$ cat src/rtl/booth_share_arbiter_pkg.sv
`default_nettype none
// ============================================================================
// Module   : booth_arb_pkg
// Brief    : Shared types, default sizes and helper functions for the booth
//            multiplier sharing arbiter.
// Revision : 1.0 - initial release
// ============================================================================
package booth_arb_pkg;

  localparam int c_DEF_N_REQ   = 4;
  localparam int c_DEF_WIDTH   = 4;
  localparam int c_DEF_TIMEOUT = 31;

  // Sequencer states; two bits cover all four.
  typedef enum logic [1:0] {
    ST_IDLE  = 2'd0,
    ST_ISSUE = 2'd1,
    ST_WAIT  = 2'd2,
    ST_RESP  = 2'd3
  } state_t;

  // Timer must be able to hold the value TIMEOUT itself.
  function automatic int timer_width(input int timeout);
    return $clog2(timeout + 1);
  endfunction

  // Width of a requester index (at least one bit).
  function automatic int idx_width(input int n_req);
    return (n_req > 1) ? $clog2(n_req) : 1;
  endfunction

endpackage
`default_nettype wire

$ cat src/rtl/booth_share_arbiter_if.sv
`default_nettype none
// ============================================================================
// Module   : booth_share_arbiter_if
// Brief    : Requester-side and multiplier-core-side signal bundle of the
//            booth sharing arbiter. The arbiter uses the slave modport; the
//            environment (requesters + core) uses the master modport.
// Revision : 1.0 - initial release
// ============================================================================
interface booth_share_arbiter_if
  import booth_arb_pkg::*;
#(
  parameter int N_REQ = c_DEF_N_REQ,
  parameter int WIDTH = c_DEF_WIDTH
);
  logic [N_REQ-1:0]       req;
  logic [N_REQ*WIDTH-1:0] req_x;
  logic [N_REQ*WIDTH-1:0] req_y;
  logic [N_REQ-1:0]       gnt;
  logic [N_REQ-1:0]       done;
  logic [2*WIDTH-1:0]     result;
  logic                   err;
  logic                   busy;
  logic                   mul_start;
  logic [WIDTH-1:0]       mul_x;
  logic [WIDTH-1:0]       mul_y;
  logic                   mul_valid;
  logic [2*WIDTH-1:0]     mul_z;

  modport slave (
    input  req, req_x, req_y, mul_valid, mul_z,
    output gnt, done, result, err, busy, mul_start, mul_x, mul_y
  );

  modport master (
    output req, req_x, req_y, mul_valid, mul_z,
    input  gnt, done, result, err, busy, mul_start, mul_x, mul_y
  );
endinterface
`default_nettype wire

$ cat src/rtl/booth_rr_pick.sv
`default_nettype none
// ============================================================================
// Module   : booth_rr_pick
// Brief    : Combinational rotate-priority picker. Returns the first set
//            request bit at or above i_ptr, wrapping around to bit 0.
// Revision : 1.0 - initial release
// ============================================================================
module booth_rr_pick
  import booth_arb_pkg::*;
#(
  parameter int N_REQ = c_DEF_N_REQ,
  parameter int PW    = idx_width(N_REQ)
) (
  input  wire logic [N_REQ-1:0] i_req,
  input  wire logic [PW-1:0]    i_ptr,
  output logic                  o_found,
  output logic [PW-1:0]         o_idx
);

  int w_pos;

  // Scan offsets from farthest to nearest so the nearest hit to i_ptr wins.
  always_comb begin
    o_found = 1'b0;
    o_idx   = '0;
    w_pos   = 0;
    for (int k = N_REQ - 1; k >= 0; k--) begin
      w_pos = int'(i_ptr) + k;
      if (w_pos >= N_REQ) w_pos = w_pos - N_REQ;
      if (i_req[PW'(w_pos)]) begin
        o_found = 1'b1;
        o_idx   = PW'(w_pos);
      end
    end
  end

endmodule
`default_nettype wire

$ cat src/rtl/booth_share_arbiter.sv
`default_nettype none
// ============================================================================
// Module   : booth_share_arbiter
// Brief    : Round-robin arbiter/sequencer sharing one booth multiplier core
//            between N_REQ requesters, with a response watchdog.
// Revision : 1.0 - initial release
// ============================================================================
module booth_share_arbiter
  import booth_arb_pkg::*;
#(
  parameter int N_REQ   = c_DEF_N_REQ,
  parameter int WIDTH   = c_DEF_WIDTH,
  parameter int TIMEOUT = c_DEF_TIMEOUT
) (
  input  wire logic              clk,
  input  wire logic              rst,
  booth_share_arbiter_if.slave   bus
);

  localparam int              PW       = idx_width(N_REQ);
  localparam int              TW       = timer_width(TIMEOUT);
  localparam logic [N_REQ-1:0] c_ONE   = N_REQ'(1);
  localparam logic [TW-1:0]   c_TMO    = TW'(TIMEOUT);
  localparam logic [PW-1:0]   c_LAST   = PW'(N_REQ - 1);

  state_t             r_state;
  logic [PW-1:0]      r_ptr;
  logic [PW-1:0]      r_owner;
  logic [TW-1:0]      r_timer;
  logic               r_valid_q;
  logic [N_REQ-1:0]   r_gnt;
  logic [N_REQ-1:0]   r_done;
  logic [2*WIDTH-1:0] r_result;
  logic               r_err;
  logic               r_mul_start;
  logic [WIDTH-1:0]   r_mul_x;
  logic [WIDTH-1:0]   r_mul_y;

  logic               w_rise;
  logic [N_REQ-1:0]   w_req_avail;
  logic               w_found;
  logic [PW-1:0]      w_idx;
  logic [WIDTH-1:0]   w_x [N_REQ];
  logic [WIDTH-1:0]   w_y [N_REQ];

  // Only a fresh rising edge of the core's level flag marks completion.
  assign w_rise = bus.mul_valid & ~r_valid_q;

  // The owner whose done is firing this cycle may not be re-granted yet.
  assign w_req_avail = bus.req & ~r_done;

  for (genvar gi = 0; gi < N_REQ; gi++) begin : g_slice
    assign w_x[gi] = bus.req_x[gi*WIDTH +: WIDTH];
    assign w_y[gi] = bus.req_y[gi*WIDTH +: WIDTH];
  end

  booth_rr_pick #(
    .N_REQ (N_REQ),
    .PW    (PW)
  ) u_pick (
    .i_req   (w_req_avail),
    .i_ptr   (r_ptr),
    .o_found (w_found),
    .o_idx   (w_idx)
  );

  // Sequencer: grant, issue start, wait for core or watchdog, respond.
  always_ff @(posedge clk or posedge rst) begin
    if (rst) begin
      r_state     <= ST_IDLE;
      r_ptr       <= '0;
      r_owner     <= '0;
      r_timer     <= '0;
      r_valid_q   <= 1'b0;
      r_gnt       <= '0;
      r_done      <= '0;
      r_result    <= '0;
      r_err       <= 1'b0;
      r_mul_start <= 1'b0;
      r_mul_x     <= '0;
      r_mul_y     <= '0;
    end else begin
      r_valid_q   <= bus.mul_valid;
      r_gnt       <= '0;
      r_done      <= '0;
      r_mul_start <= 1'b0;
      case (r_state)
        ST_IDLE: begin
          if (w_found) begin
            r_owner <= w_idx;
            r_mul_x <= w_x[w_idx];
            r_mul_y <= w_y[w_idx];
            r_gnt   <= c_ONE << w_idx;
            r_state <= ST_ISSUE;
          end
        end
        ST_ISSUE: begin
          r_mul_start <= 1'b1;
          r_timer     <= '0;
          r_state     <= ST_WAIT;
        end
        ST_WAIT: begin
          // A core response takes priority over a coinciding timeout.
          if (w_rise) begin
            r_result <= bus.mul_z;
            r_err    <= 1'b0;
            r_state  <= ST_RESP;
          end else if (r_timer == c_TMO) begin
            r_result <= '0;
            r_err    <= 1'b1;
            r_state  <= ST_RESP;
          end else begin
            r_timer <= r_timer + 1'b1;
          end
        end
        ST_RESP: begin
          r_done  <= c_ONE << r_owner;
          r_ptr   <= (r_owner == c_LAST) ? '0 : r_owner + 1'b1;
          r_state <= ST_IDLE;
        end
        default: r_state <= ST_IDLE;
      endcase
    end
  end

  assign bus.gnt       = r_gnt;
  assign bus.done      = r_done;
  assign bus.result    = r_result;
  assign bus.err       = r_err;
  assign bus.busy      = (r_state != ST_IDLE);
  assign bus.mul_start = r_mul_start;
  assign bus.mul_x     = r_mul_x;
  assign bus.mul_y     = r_mul_y;

endmodule
`default_nettype wire

$ cat src/flat_wrapper.sv
// flat-port wrapper written by rule: the top's interface ports become plain ports
module booth_share_arbiter_flat import booth_arb_pkg::*;
#(
  parameter int N_REQ   = c_DEF_N_REQ,
  parameter int WIDTH   = c_DEF_WIDTH,
  parameter int TIMEOUT = c_DEF_TIMEOUT
)
  (clk, rst, bus_req, bus_req_x, bus_req_y, bus_mul_valid, bus_mul_z, bus_gnt, bus_done, bus_result, bus_err, bus_busy, bus_mul_start, bus_mul_x, bus_mul_y);
  booth_share_arbiter_if #(.N_REQ(N_REQ), .WIDTH(WIDTH)) bus_i ();
  input  wire logic clk;
  input  wire logic rst;
  input wire logic [$bits(bus_i.req)-1:0] bus_req;
  input wire logic [$bits(bus_i.req_x)-1:0] bus_req_x;
  input wire logic [$bits(bus_i.req_y)-1:0] bus_req_y;
  input wire logic [$bits(bus_i.mul_valid)-1:0] bus_mul_valid;
  input wire logic [$bits(bus_i.mul_z)-1:0] bus_mul_z;
  output wire logic [$bits(bus_i.gnt)-1:0] bus_gnt;
  output wire logic [$bits(bus_i.done)-1:0] bus_done;
  output wire logic [$bits(bus_i.result)-1:0] bus_result;
  output wire logic [$bits(bus_i.err)-1:0] bus_err;
  output wire logic [$bits(bus_i.busy)-1:0] bus_busy;
  output wire logic [$bits(bus_i.mul_start)-1:0] bus_mul_start;
  output wire logic [$bits(bus_i.mul_x)-1:0] bus_mul_x;
  output wire logic [$bits(bus_i.mul_y)-1:0] bus_mul_y;
  assign bus_i.req = bus_req;
  assign bus_i.req_x = bus_req_x;
  assign bus_i.req_y = bus_req_y;
  assign bus_i.mul_valid = bus_mul_valid;
  assign bus_i.mul_z = bus_mul_z;
  assign bus_gnt = bus_i.gnt;
  assign bus_done = bus_i.done;
  assign bus_result = bus_i.result;
  assign bus_err = bus_i.err;
  assign bus_busy = bus_i.busy;
  assign bus_mul_start = bus_i.mul_start;
  assign bus_mul_x = bus_i.mul_x;
  assign bus_mul_y = bus_i.mul_y;
  booth_share_arbiter #(.N_REQ(N_REQ), .WIDTH(WIDTH), .TIMEOUT(TIMEOUT)) u_core (.clk(clk), .rst(rst), .bus(bus_i));
endmodule
$ cat config.mk
export PLATFORM = sky130hd
export DESIGN_NAME = booth_share_arbiter_flat
export DESIGN_NICKNAME = d
export VERILOG_FILES = /design/src/rtl/booth_share_arbiter_pkg.sv /design/src/rtl/booth_share_arbiter_if.sv /design/src/rtl/booth_rr_pick.sv /design/src/rtl/booth_share_arbiter.sv /design/src/flat_wrapper.sv
export SDC_FILE = /design/constraint.sdc
export NUM_CORES = 1
export LEC_CHECK = 0
export CAP_MARGIN = 20
export CORE_MARGIN = 1.5
export CORE_UTILIZATION = 45
export CTS_CLUSTER_SIZE = 10
export DETAILED_ROUTE_END_ITERATION = 12
export HOLD_SLACK_MARGIN = 0.03
export PLACE_DENSITY_LB_ADDON = 0.08
export SKIP_LAST_GASP = 1
export SYNTH_ARGS = -nofsm -noshare
export SYNTH_HDL_FRONTEND = slang
export SYNTH_SLANG_ARGS = --single-unit
$ cat constraint.sdc
create_clock -name clk -period 3.8 [get_ports clk]
set_clock_uncertainty 0.2 [all_clocks]
set_input_delay 0.76 -clock clk [delete_from_list [all_inputs] [get_ports clk]]
set_output_delay 0.76 -clock clk [all_outputs]
set_load 0.02 [all_outputs]
## After elaboration in Yosys (flattened, before gate mapping)

Cells that the tools add are included.

| word-level totals | value |
|---|---|
| register bits | 38 |
| latch bits | 0 |
| RAM bits | 0 |
| bits in read-only memories | 0 |
| logic and storage cells | 100 |
| memories kept | 0 |

| operators by class | value |
|---|---|
| add/sub/neg operators | 9 |
| $mul | 0 |
| div/mod/pow operators | 0 |
| $lt $le $gt $ge | 9 |
| equal/unequal tests | 9 |
| shift operators | 2 |
| mux-type cells | 46 |
| bitwise gates (word level) | 5 |
| reductions and logical operators | 8 |

Operator list:

| cell | count |
|---|---|
| $mux W4 | 7 |
| $mux W2 | 12 |
| $bmux W4 S2 | 2 |
| $lt A2 B4 Y1 const B | 4 |
| $mux W8 | 2 |
| $mux W1 | 15 |
| $ge A3 B3 Y1 const B | 4 |
| $mux W5 | 2 |
| $pmux W5 S2 | 1 |
| $bmux W1 S2 | 4 |
| $pmux W2 S4 | 1 |
| $shl A1 B2 Y4 const A | 2 |
| $sub A2 B1 Y2 const B | 4 |
| $add A2 B2 Y3 const B | 2 |
| $eq A2 B2 Y1 const B | 3 |
| $ne A2 B2 Y1 const B | 3 |
| $reduce_and A2 Y1 | 3 |
| $reduce_bool A2 Y1 | 3 |
| $add A5 B1 Y5 const B | 1 |
| $eq A5 B5 Y1 const B | 1 |
| $and A4 B4 Y4 | 1 |
| $not A4 Y4 | 1 |
| $add A2 B1 Y3 const B | 1 |
| $ge A2 B3 Y1 const B | 1 |
| 8 further kinds | 8 |

## Logic depth before layout (Yosys ltp)

Gate-level depths: netlist of run 1.

| depth | value |
|---|---|
| depth in word-level cells | 14 |
| gate-level depth with buffers | 8 |

## Cells and area by module

Synthesis of run 1 repeated with hierarchy kept, for this count alone.

| unflattened totals | value |
|---|---|
| cells, all modules | 165 |
| area total of the unflattened synthesis | 1926.8 um^2 |

By module, submodules not included:

| module | instances | cells an instance | area each (um^2) | seq. area each (um^2) |
|---|---|---|---|---|
| booth_share_arbiter | 1 | 152 | 1849.3 | 950.9 |
| booth_rr_pick | 1 | 13 | 77.6 | 0.0 |

## Worst setup path before layout of run 1

No wires, ideal clock.

| timing | value |
|---|---|
| kind | input to register |
| start | input port bus_req[1] |
| end | register u_core.r_mul_x[0] (netlist: u_core.bus.mul_x[0]) |
| setup time | 0.073 ns |
| arrival | 2.060 ns |
| data required time | 3.527 ns |
| slack | 1.467 ns |
| stages | 7 |
| path buffers | 1 |
| cell sequence | and2b_2 > nor3_2 > nand3b_1 > buf_4 > mux2i_1 > mux2_2 > a21oi_2 |

| on the way | value |
|---|---|
| cells in the longest elaborated chain, start to end | 12 |

Ends and longest elaborated chain:

| item | RTL line | RTL |
|---|---|---|
| from (decl) | flat_wrapper.sv:12 | `input wire logic [$bits(bus_i.req)-1:0] bus_req;` |
| $and A4 B4 Y4 * | booth_share_arbiter.sv:50 | `assign w_req_avail = bus.req & ~r_done;` |
| $bmux W1 S2 | booth_rr_pick.sv:30 | `if (i_req[PW'(w_pos)]) begin` |
| $mux W1 (not written as such) (2 in series) | booth_rr_pick.sv:30 |  |
| $mux W2 (4 in series) | booth_rr_pick.sv:30 |  |
| $not A2 Y3 (not written as such) | booth_share_arbiter.sv:91 | `r_mul_x <= w_x[w_idx];` |
| $bmux W4 S2 | booth_share_arbiter.sv:91 |  |
| $mux W4 (not written as such) (2 in series) | booth_share_arbiter.sv:91 |  |
| to (signal assigned) | booth_share_arbiter.sv:91 |  |
| to (decl) | booth_share_arbiter.sv:36 | `logic [WIDTH-1:0] r_mul_x;` |

Mark *: on every way between the ends. The rest lies on a longest branch, timed or not. The select of a mux whose other input is x is not followed.
A chain may end at the register's enable or synchronous reset.

## Final worst setup path of run 1

| timing | value |
|---|---|
| start | input port bus_req[2] |
| end | register u_core.r_mul_y[3] (netlist: u_core.bus.mul_y[3]) |

| on the way | value |
|---|---|
| cells in the longest elaborated chain, start to end | 12 |

Ends and longest elaborated chain:

| item | RTL line | RTL |
|---|---|---|
| $and A4 B4 Y4 * | booth_share_arbiter.sv:50 |  |
| $bmux W1 S2 | booth_rr_pick.sv:30 |  |
| $mux W1 (not written as such) (2 in series) | booth_rr_pick.sv:30 |  |
| $mux W2 (4 in series) | booth_rr_pick.sv:30 |  |
| $not A2 Y3 (not written as such) | booth_share_arbiter.sv:92 | `r_mul_y <= w_y[w_idx];` |
| $bmux W4 S2 | booth_share_arbiter.sv:92 |  |
| $mux W4 (not written as such) (2 in series) | booth_share_arbiter.sv:92 |  |
| to (signal assigned) | booth_share_arbiter.sv:92 |  |
| to (decl) | booth_share_arbiter.sv:37 | `logic [WIDTH-1:0] r_mul_y;` |

Marks and branches as above.

==> impl_metrics.tcl, run 1 <==
set metrics [dict create \
    dr.pass1.iters 4 \
    htree_levels 2 \
    hold_start "u_core.bus.result[6]" \
    synth_compound_area_frac 0.1587 \
    gr-usage-all-layers 0.1945 \
    hpwl_um 3390 \
    clkTransAtPathRegs_ps 80 \
    p_leak_nw 1.327 \
    wl_per_cell_um 14.62 \
    grt_max_degree 39 \
    antennaDiodeCount 0 \
    yosysSeqAreaShare 0.4570 \
    yosysUniqueCellTypes 34 \
    globalplace.congestion 0.7958 \
    critPathLaunchType "input pin" \
    synth_area_leaders "dfrtp_1 (46%), mux2i_1 (8.2%), ha_1 (6.0%), mux2_2 (5.4%), a22o_1 (5.1%)" \
    postSynthAreaPerCell_um2 10.78 \
    num_rows 24 \
    max-vdd-ir-drop_uv 510.2 \
    dieHeight_um 71 \
    drive_gt1_frac 0.1190 \
    synth_top_family_by_area "compound AO/OA/AOI/OAI gates" \
    finalSetupViolCount 0 \
    area_growth_pct 42.75 \
    ant_nets 0 \
    crit_path_start "bus_req[2]" \
    core_area_um2 4414 \
    cts_resized 0 \
    rsz0062_at_grt "false" \
    status "complete, no violations" \
    clock_latency_ps 290 \
    drc 0 \
    drt_wl_total_um 4693 \
    min_period_ps 2892 \
    drt-initial-drc-count 46 \
    synth_xor_area_frac 0 \
    portBuffers 73 \
    synthMuxAreaShare 0.1359 \
    via_per_inst 5.231 \
    antenna_found_initial 0 \
    setup_ws_ps 908.0 \
    cts_made_buffers 5 \
    synthSimpleGateAreaFrac 0.1569 \
    syn_nets 250 \
    grt_pass1_vias 1640 \
    synthAdderAreaFrac 0.06013 \
    start_util 0.4714 \
    clk_path_buf_depth 2 \
    crit_arrival_ps 2920 \
    hold_viol 0 \
    timing.rr.start "u_core.r_timer[0]" \
    vias 1679 \
    postCtsSetupBuffers 0 \
    p_total_mw 2.176 \
    clockRootBuffer "clkbuf_8" \
    fp.dieW_um 71 \
    fin_nets 325 \
    relSlewSlack 0.4916 \
    critPathKind "input pin to flop" \
    post-place-ws_ps 613.1 \
    cts_tree "built" \
    worst_hold_path_type "flop to flop" \
    yosysWarnings 0 \
    fmax_ghz 0.3458 \
    die-area_um2 5041 \
    maxCapViolations 0 \
    grt_first_pass_wirelength_um 7734 \
    required_ps 3820 \
    endpoint_kind "flop" \
    synth_top_area_frac 0.4570 \
    r2r_setup_slack_ps 1250 \
    globalRouteOverflowTotal 0 \
    finalSetupTns_ps 0 \
    worstPathMaxFanout 12 \
    tightest_slew_ps 760.2 \
    final_max_slew_viol_count 0 \
    post-route-period-util 0.7610 \
    synth_largest_area_cell "dfrtp_1" \
    fin_hold_ws_ps 304.2 \
    syn_inst 193 \
    hold_buffers 0 \
    synthesis.area_um2 2081 \
    cts_sinks 38 \
    boundaryPins 74 \
    ys_ff_latch 38 \
    powerDensity_nw_per_um2 732.5 \
]
==> path summary, 6_finish.rpt <==
kind | to | cells past startpoint
worst max-delay path | u_core.bus.mul_y[3] | 7
worst min-delay path | u_core.bus.result[6] | 1
worst max register to register | u_core.r_timer[0] | 6
worst min register to register | u_core.bus.result[6] | 1
max in group asynchronous | u_core.bus.done[2] | 3
min in group asynchronous | u_core.bus.result[2] | 3
==> metrics by stage <==
step | util | area [µm²] | std cells
after CTS | 0.6729 | 2970 | 321
after global routing | 0.6729 | 2970 | 321
after global placement | 0.6471 | 2856 | 313
final | 0.6729 | 2970 | 321
after detailed placement | 0.6471 | 2856 | 313
after floorplan | - | 2081 | 193
==> sequential cells by signal, indices dropped and copies added, names as in the netlist, 2 cells and up <==
| name | cells |
|---|---|
| u_core.bus.mul_y | 4 |
| u_core.r_timer | 5 |
| u_core.r_state | 2 |
| u_core.bus.done | 4 |
| u_core.r_owner | 2 |
| u_core.bus.result | 8 |
| u_core.bus.mul_x | 4 |
| u_core.bus.gnt | 4 |
| u_core.r_ptr | 2 |
==> placed cells by master, fill, tap and decap left out, types with 3 or more instances in the layout <==
cell,count
clkdlybuf4s50_1,73
mux2i_1,17
and2_1,7
ha_1,10
mux2_2,10
a22o_1,12
nand2b_1,4
clkbuf_8,5
inv_1,8
dfrtp_1,38
o22ai_1,3
o21ai_0,5
nand2_1,7
a21oi_1,12
nor2_1,14
a21oi_2,8
nor2b_1,12
==> critical path, cell delays in order <==
cell and delay (ps):
clkdlybuf4s50_1 470, and4bb_1 420, a21oi_1 80, nand3b_1 590
mux2i_1 170, mux2_2 300, a21oi_2 130
==> cell type report <==
type,instances,area (µm²)
multi-input cells,140,1065
repair buffers,75,745.7
clock inverters,3,45.04
flip-flops and latches,38,950.9
inverters,8,30.03
fillers,378,1444
clock buffers,5,68.82
well taps,52,65.06
==> per-layer routing <==
metal  vias to the layer above  part of all wire  GRT usage
met5                         -                 0          0
met4                         0             0.012    0.05870
met3                         6             0.063    0.05271
met2                        49              0.48     0.3178
met1                       800              0.45     0.2541
li1                        824                 -          -
==> logic make-up (layout without fill, tap and decap cells) <==
group | count (synthesis) | count (layout)
compound gates | 45 | 45
fa+ha+maj | 10 | 10
buf+inv | 15 | 91
flops | 38 | 38
mux | 27 | 27
simple gates | 58 | 58
==> cell usage after synthesis, drive strengths merged <==
master / count
a21oi: 20
and3b: 1
o21a: 1
nand2b: 4
a41o: 1
and4bb: 1
nor2: 15
nand3b: 2
and2b: 1
a22o: 12
nand2: 7
nor2b: 12
inv: 8
clkbuf: 4
dfrtp: 38
nor3b: 2
nor3: 2
ha: 10
o21ai: 6
mux2: 10
mux2i: 17
buf: 3
o22a: 1
a211oi: 1
and3: 1
o22ai: 3
nand4: 1
and2: 7
nand3: 2
==> power by group <==
| group | leakage (nW) | internal [mW] | switching (mW) |
|---|---|---|---|
| combinational | 0.798 | 0.562 | 0.614 |
| sequential | 0.478 | 0.558 | 0.102 |
| clock | 0.0504 | 0.195 | 0.145 |
Note: power is estimated with default switching activity, not from simulation.
==> run 2: changes to the inputs <==
==> constraint.sdc (replaced) <==
create_clock -name clk -period 2.78 [get_ports clk]
set_clock_uncertainty 0.2 [all_clocks]
set_input_delay 0.556 -clock clk [delete_from_list [all_inputs] [get_ports clk]]
set_output_delay 0.556 -clock clk [all_outputs]
set_load 0.02 [all_outputs]
==> impl_metrics.tcl, run 2 (same netlist as run 1, synthesis figures left out) <==
set metrics [dict create \
    finalSetupTns_ps 0 \
    cts_made_buffers 5 \
    hold_viol 0 \
    dieHeight_um 71 \
    wl_per_cell_um 14.80 \
    tightest_slew_ps 486.9 \
    postPlaceCellArea_um2 2919 \
    portBuffers 73 \
    grt_first_pass_wirelength_um 8093 \
    hold_depth 1 \
    grt_pass1_vias 1708 \
    globalplace.congestion 0.7729 \
    clk_path_buf_depth 2 \
    fin_area_um2 3029 \
    dp_cells 318 \
    powerDensity_nw_per_um2 1007 \
    core_area_um2 4414 \
    max-vdd-ir-drop_uv 705.5 \
    via_per_inst 5.227 \
    fp.dieW_um 71 \
    drt_wl_total_um 4826 \
    htree_levels 2 \
    p_leak_nw 1.361 \
    finalSetupViolCount 0 \
    die-area_um2 5041 \
    endpoint_kind "primary output" \
    relSlewSlack 0.6746 \
    postCtsSetupBuffers 0 \
    cts_tree "built" \
    grt_max_degree 39 \
    globalRouteOverflowTotal 0 \
    hpwl_um 3536 \
    final_max_slew_viol_count 0 \
    worst_hold_path_type "flop to flop" \
    antennaDiodeCount 0 \
    start_util 0.4714 \
    post-route-period-util 0.8734 \
    clock_latency_ps 290 \
    post-place-ws_ps 201.3 \
    cts_resized 0 \
    antenna_found_initial 0 \
    cts_sinks 38 \
    drive_gt1_frac 0.1314 \
    dr.pass1.iters 4 \
    critPathLaunchType "flop" \
    fin_nets 330 \
    mostFrequentLayoutCells "clkdlybuf4s50_1 (73), dfrtp_1 (38), mux2i_1 (17)" \
    drt-initial-drc-count 82 \
    boundaryPins 74 \
    required_ps 2020 \
    status "complete, no violations" \
    crit_arrival_ps 1670 \
    ant_nets 0 \
    reg2reg_depth 6 \
    area_growth_pct 45.58 \
    num_rows 24 \
    drc 0 \
    gr-usage-all-layers 0.2038 \
    critPathKind "flop to primary output" \
    rsz0062_at_grt "false" \
    worstPathMaxFanout 4 \
    p_total_mw 3.051 \
    clkTransAtPathRegs_ps 80 \
    instances_no_fill 326 \
    setup_ws_ps 352.1 \
    vias 1704 \
    min_period_ps 2428 \
    clockRootBuffer "clkbuf_8" \
    largest_register_ff_count 8 \
    n_fill_cell 358 \
    maxCapViolations 0 \
    hold_buffers 0 \
    final_common_cell "clkdlybuf4s50_1" \
    fmax_ghz 0.4119 \
]
[run 2: path summary, 6_finish.rpt]
kind	start	end	slack, ps
min in group asynchronous	rst	u_core.bus.result[6]	480
min	u_core.bus.result[4]	u_core.bus.result[4]	310
max reg2reg	u_core.r_timer[0]	u_core.r_timer[0]	700
max in group asynchronous	rst	u_core.bus.done[0]	1560
max	u_core.r_state[0]	bus_busy	350
min reg2reg	u_core.bus.result[4]	u_core.bus.result[4]	310
[run 2: critical path, cell delays in order (launching register included)]
cell and delay [ps]:
dfrtp_1 400, inv_1 80, ha_1 230, inv_1 80
clkdlybuf4s50_1 600
[run 2: stage by stage]
step                      hold slack (ps)    util
after detailed placement            280.2  0.6613
after global placement              284.6  0.6613
final                               305.0  0.6862
after floorplan                     277.2       -
after CTS                           306.2  0.6862
after global routing                320.4  0.6862
[run 2: routing by layer]
metal / part of all wire / up-vias / global-route usage
li1: - / 839 / -
met1: 0.45 / 799 / 0.2606
met2: 0.46 / 55 / 0.3292
met3: 0.062 / 11 / 0.05983
met4: 0.022 / 0 / 0.07547
met5: 0 / - / 0
[run 2: layout make-up]
cell class	instances	area [µm²]	share of cell area
multi-input cells	140	1065	0.3515
clock inverters	2	37.54	0.01239
well taps	52	65.06	0.02148
clock buffers	6	72.57	0.02396
repair buffers	80	808.3	0.2668
inverters	8	30.03	0.009913
flip-flops and latches	38	950.9	0.3139
[run 2: where the power goes]
part           switching (mW)  internal (mW)  total (mW)
Sequential              0.144          0.763       0.907
Clock                   0.189          0.268       0.457
Combinational           0.856          0.832        1.69
Total                    1.19           1.86        3.05
==> run 3: changes to the inputs <==
--- a/config.mk
+++ b/config.mk
@@ -6,7 +6,7 @@
 export NUM_CORES = 1
 export LEC_CHECK = 0
 export CAP_MARGIN = 20
-export CORE_MARGIN = 1.5
+export CORE_MARGIN = 2
 export CORE_UTILIZATION = 45
 export CTS_CLUSTER_SIZE = 10
 export DETAILED_ROUTE_END_ITERATION = 12
==> impl_metrics.tcl, run 3 (same netlist as run 1, synthesis figures left out) <==
set metrics [dict create \
    post-place-ws_ps 176.2 \
    wl_met2_um 2270 \
    portBuffers 73 \
    top_layer "met4" \
    fp.dieW_um 72 \
    gr-usage-all-layers 0.1908 \
    cts_made_buffers 5 \
    htree_levels 2 \
    clk_path_buf_depth 2 \
    n_fill_cell 368 \
    crit_arrival_ps 1660 \
    critPathLaunchType "flop" \
    tightest_slew_ps 471.1 \
    status "complete, no violations" \
    dr.pass1.iters 4 \
    wl_met1_um 2040 \
    finalSetupViolCount 0 \
    hold_viol 0 \
    required_ps 2020 \
    cpPeakStageDelay_ps 600 \
    fin_area_um2 3062 \
    largest_register_ff_count 8 \
    worstPathMaxFanout 4 \
    fmax_ghz 0.4131 \
    clockRootBuffer "clkbuf_8" \
    endpoint_kind "primary output" \
    wl_per_cell_um 14.37 \
    final_core_util 0.6936 \
    postPlaceCellArea_um2 2919 \
    post-route-period-util 0.8708 \
    grt_first_pass_wirelength_um 7672 \
    switching_share 0.3731 \
    min_period_ps 2421 \
    dp_cells 318 \
    via_per_inst 5.248 \
    grt_pass1_vias 1655 \
    p_leak_nw 1.381 \
    antenna_found_initial 0 \
    clock_latency_ps 280 \
    globalplace.congestion 0.7774 \
    path_cells "inv_1 -> ha_1 -> inv_1 -> clkdlybuf4s50_1" \
    regArea_um2 950.9 \
    cts_resized 0 \
    start_util 0.4714 \
    p_seq_frac 0.286 \
    core_area_um2 4414 \
    relSlewSlack 0.6852 \
    cts_tree "built" \
    instances_no_fill 326 \
    multi_input_area_um2 1065 \
    die-area_um2 5184 \
    ant_nets 0 \
    critPathKind "flop to primary output" \
    cp_common_cell "inv_1" \
    area_growth_pct 47.14 \
    pwr-share-clk 0.181 \
    vias 1711 \
    antennaDiodeCount 0 \
    fin_nets 330 \
    final_common_cell "clkdlybuf4s50_1" \
    drt_wl_total_um 4685 \
    boundaryPins 74 \
    crit_slowest_cell "clkdlybuf4s50_1" \
    switching_power_mw 1.176 \
    max-vdd-ir-drop_uv 599.9 \
    cts_sinks 38 \
    drc 0 \
    postCtsSetupBuffers 0 \
    drt-initial-drc-count 78 \
    worst_hold_path_type "flop to flop" \
    finalSetupTns_ps 0 \
    powerDensity_nw_per_um2 1029 \
    mostFrequentLayoutCells "clkdlybuf4s50_1 (73), dfrtp_1 (38), mux2i_1 (17)" \
    num_rows 24 \
    grt_max_degree 39 \
    rsz0062_at_grt "false" \
    maxCapViolations 0 \
    globalRouteOverflowTotal 0 \
    drive_gt1_frac 0.1350 \
    hpwl_um 3487 \
    combinationalPowerShare 0.533 \
    setup_ws_ps 359.3 \
    wl_met3_um 324 \
    power.internal_mw 1.975 \
    dieHeight_um 72 \
    final_max_slew_viol_count 0 \
    hold_buffers 0 \
    clkTransAtPathRegs_ps 70 \
]
==> run 3: cell count changes in the layout (fill, tap and decap cells not counted) <==
| cell | change |
|---|---|
| clkinvlp_4 | -1 |
| bufinv_16 | +1 |
| clkbuf_1 | -1 |
| clkbuf_8 | +1 |
==> run 3: worst paths after layout <==
check / to / cells after the start / start / slack, ps
max in group asynchronous: u_core.r_state[1] / 3 / rst / 1570
worst max register to register: u_core.r_timer[0] / 6 / u_core.r_timer[0] / 710
worst max-delay path: bus_busy / 4 / u_core.r_state[0] / 360
min in group asynchronous: u_core.bus.mul_x[0] / 3 / rst / 470
worst min register to register: u_core.bus.result[0] / 1 / u_core.bus.result[0] / 310
worst min-delay path: u_core.bus.result[0] / 1 / u_core.bus.result[0] / 310
==> run 3: metal layers <==
layer | global-route usage | vias to the layer above
li1 | - | 835
met1 | 0.2448 | 813
met2 | 0.3148 | 59
met3 | 0.05278 | 4
met4 | 0.06080 | 0
met5 | 0 | -
==> run 3: per-stage QoR <==
step / power [mW] / hold WS [ps]
after floorplan: 1.958 / 277.2
after global placement: 2.584 / 284.6
after detailed placement: 2.610 / 280.2
after CTS: 3.196 / 309.9
after global routing: 3.377 / 328.8
final: 3.151 / 307.1
==> run 3: layout make-up <==
| cell class | count | area share |
|---|---|---|
| Multi-Input combinational cell | 140 | 0.3478 |
| Sequential cell | 38 | 0.3106 |
| Timing Repair Buffer | 80 | 0.2640 |
| Clock buffer | 6 | 0.02697 |
| Tap cell | 52 | 0.02125 |
| Clock inverter | 2 | 0.01962 |
| Inverter | 8 | 0.009808 |
==> run 3: worst max-delay path, delay by kind of cell (launching register included) <==
family / cells / cell delay (ps)
adder cells (fa/ha/maj): 1 / 230
buffers and inverters: 3 / 760
flip-flops: 1 / 400
==> run 3: power groups by stage <==
| stage | combinational (mW) | sequential [mW] | clock (mW) |
|---|---|---|---|
| 2_1_floorplan | 0.878 | 1.08 | 0 |
| 5_1_grt | 1.83 | 0.933 | 0.616 |
| 3_3_place_gp | 1.67 | 0.913 | 0 |
| 4_1_cts | 1.70 | 0.904 | 0.590 |
| 3_5_place_dp | 1.70 | 0.912 | 0 |
| 6_report | 1.68 | 0.902 | 0.571 |
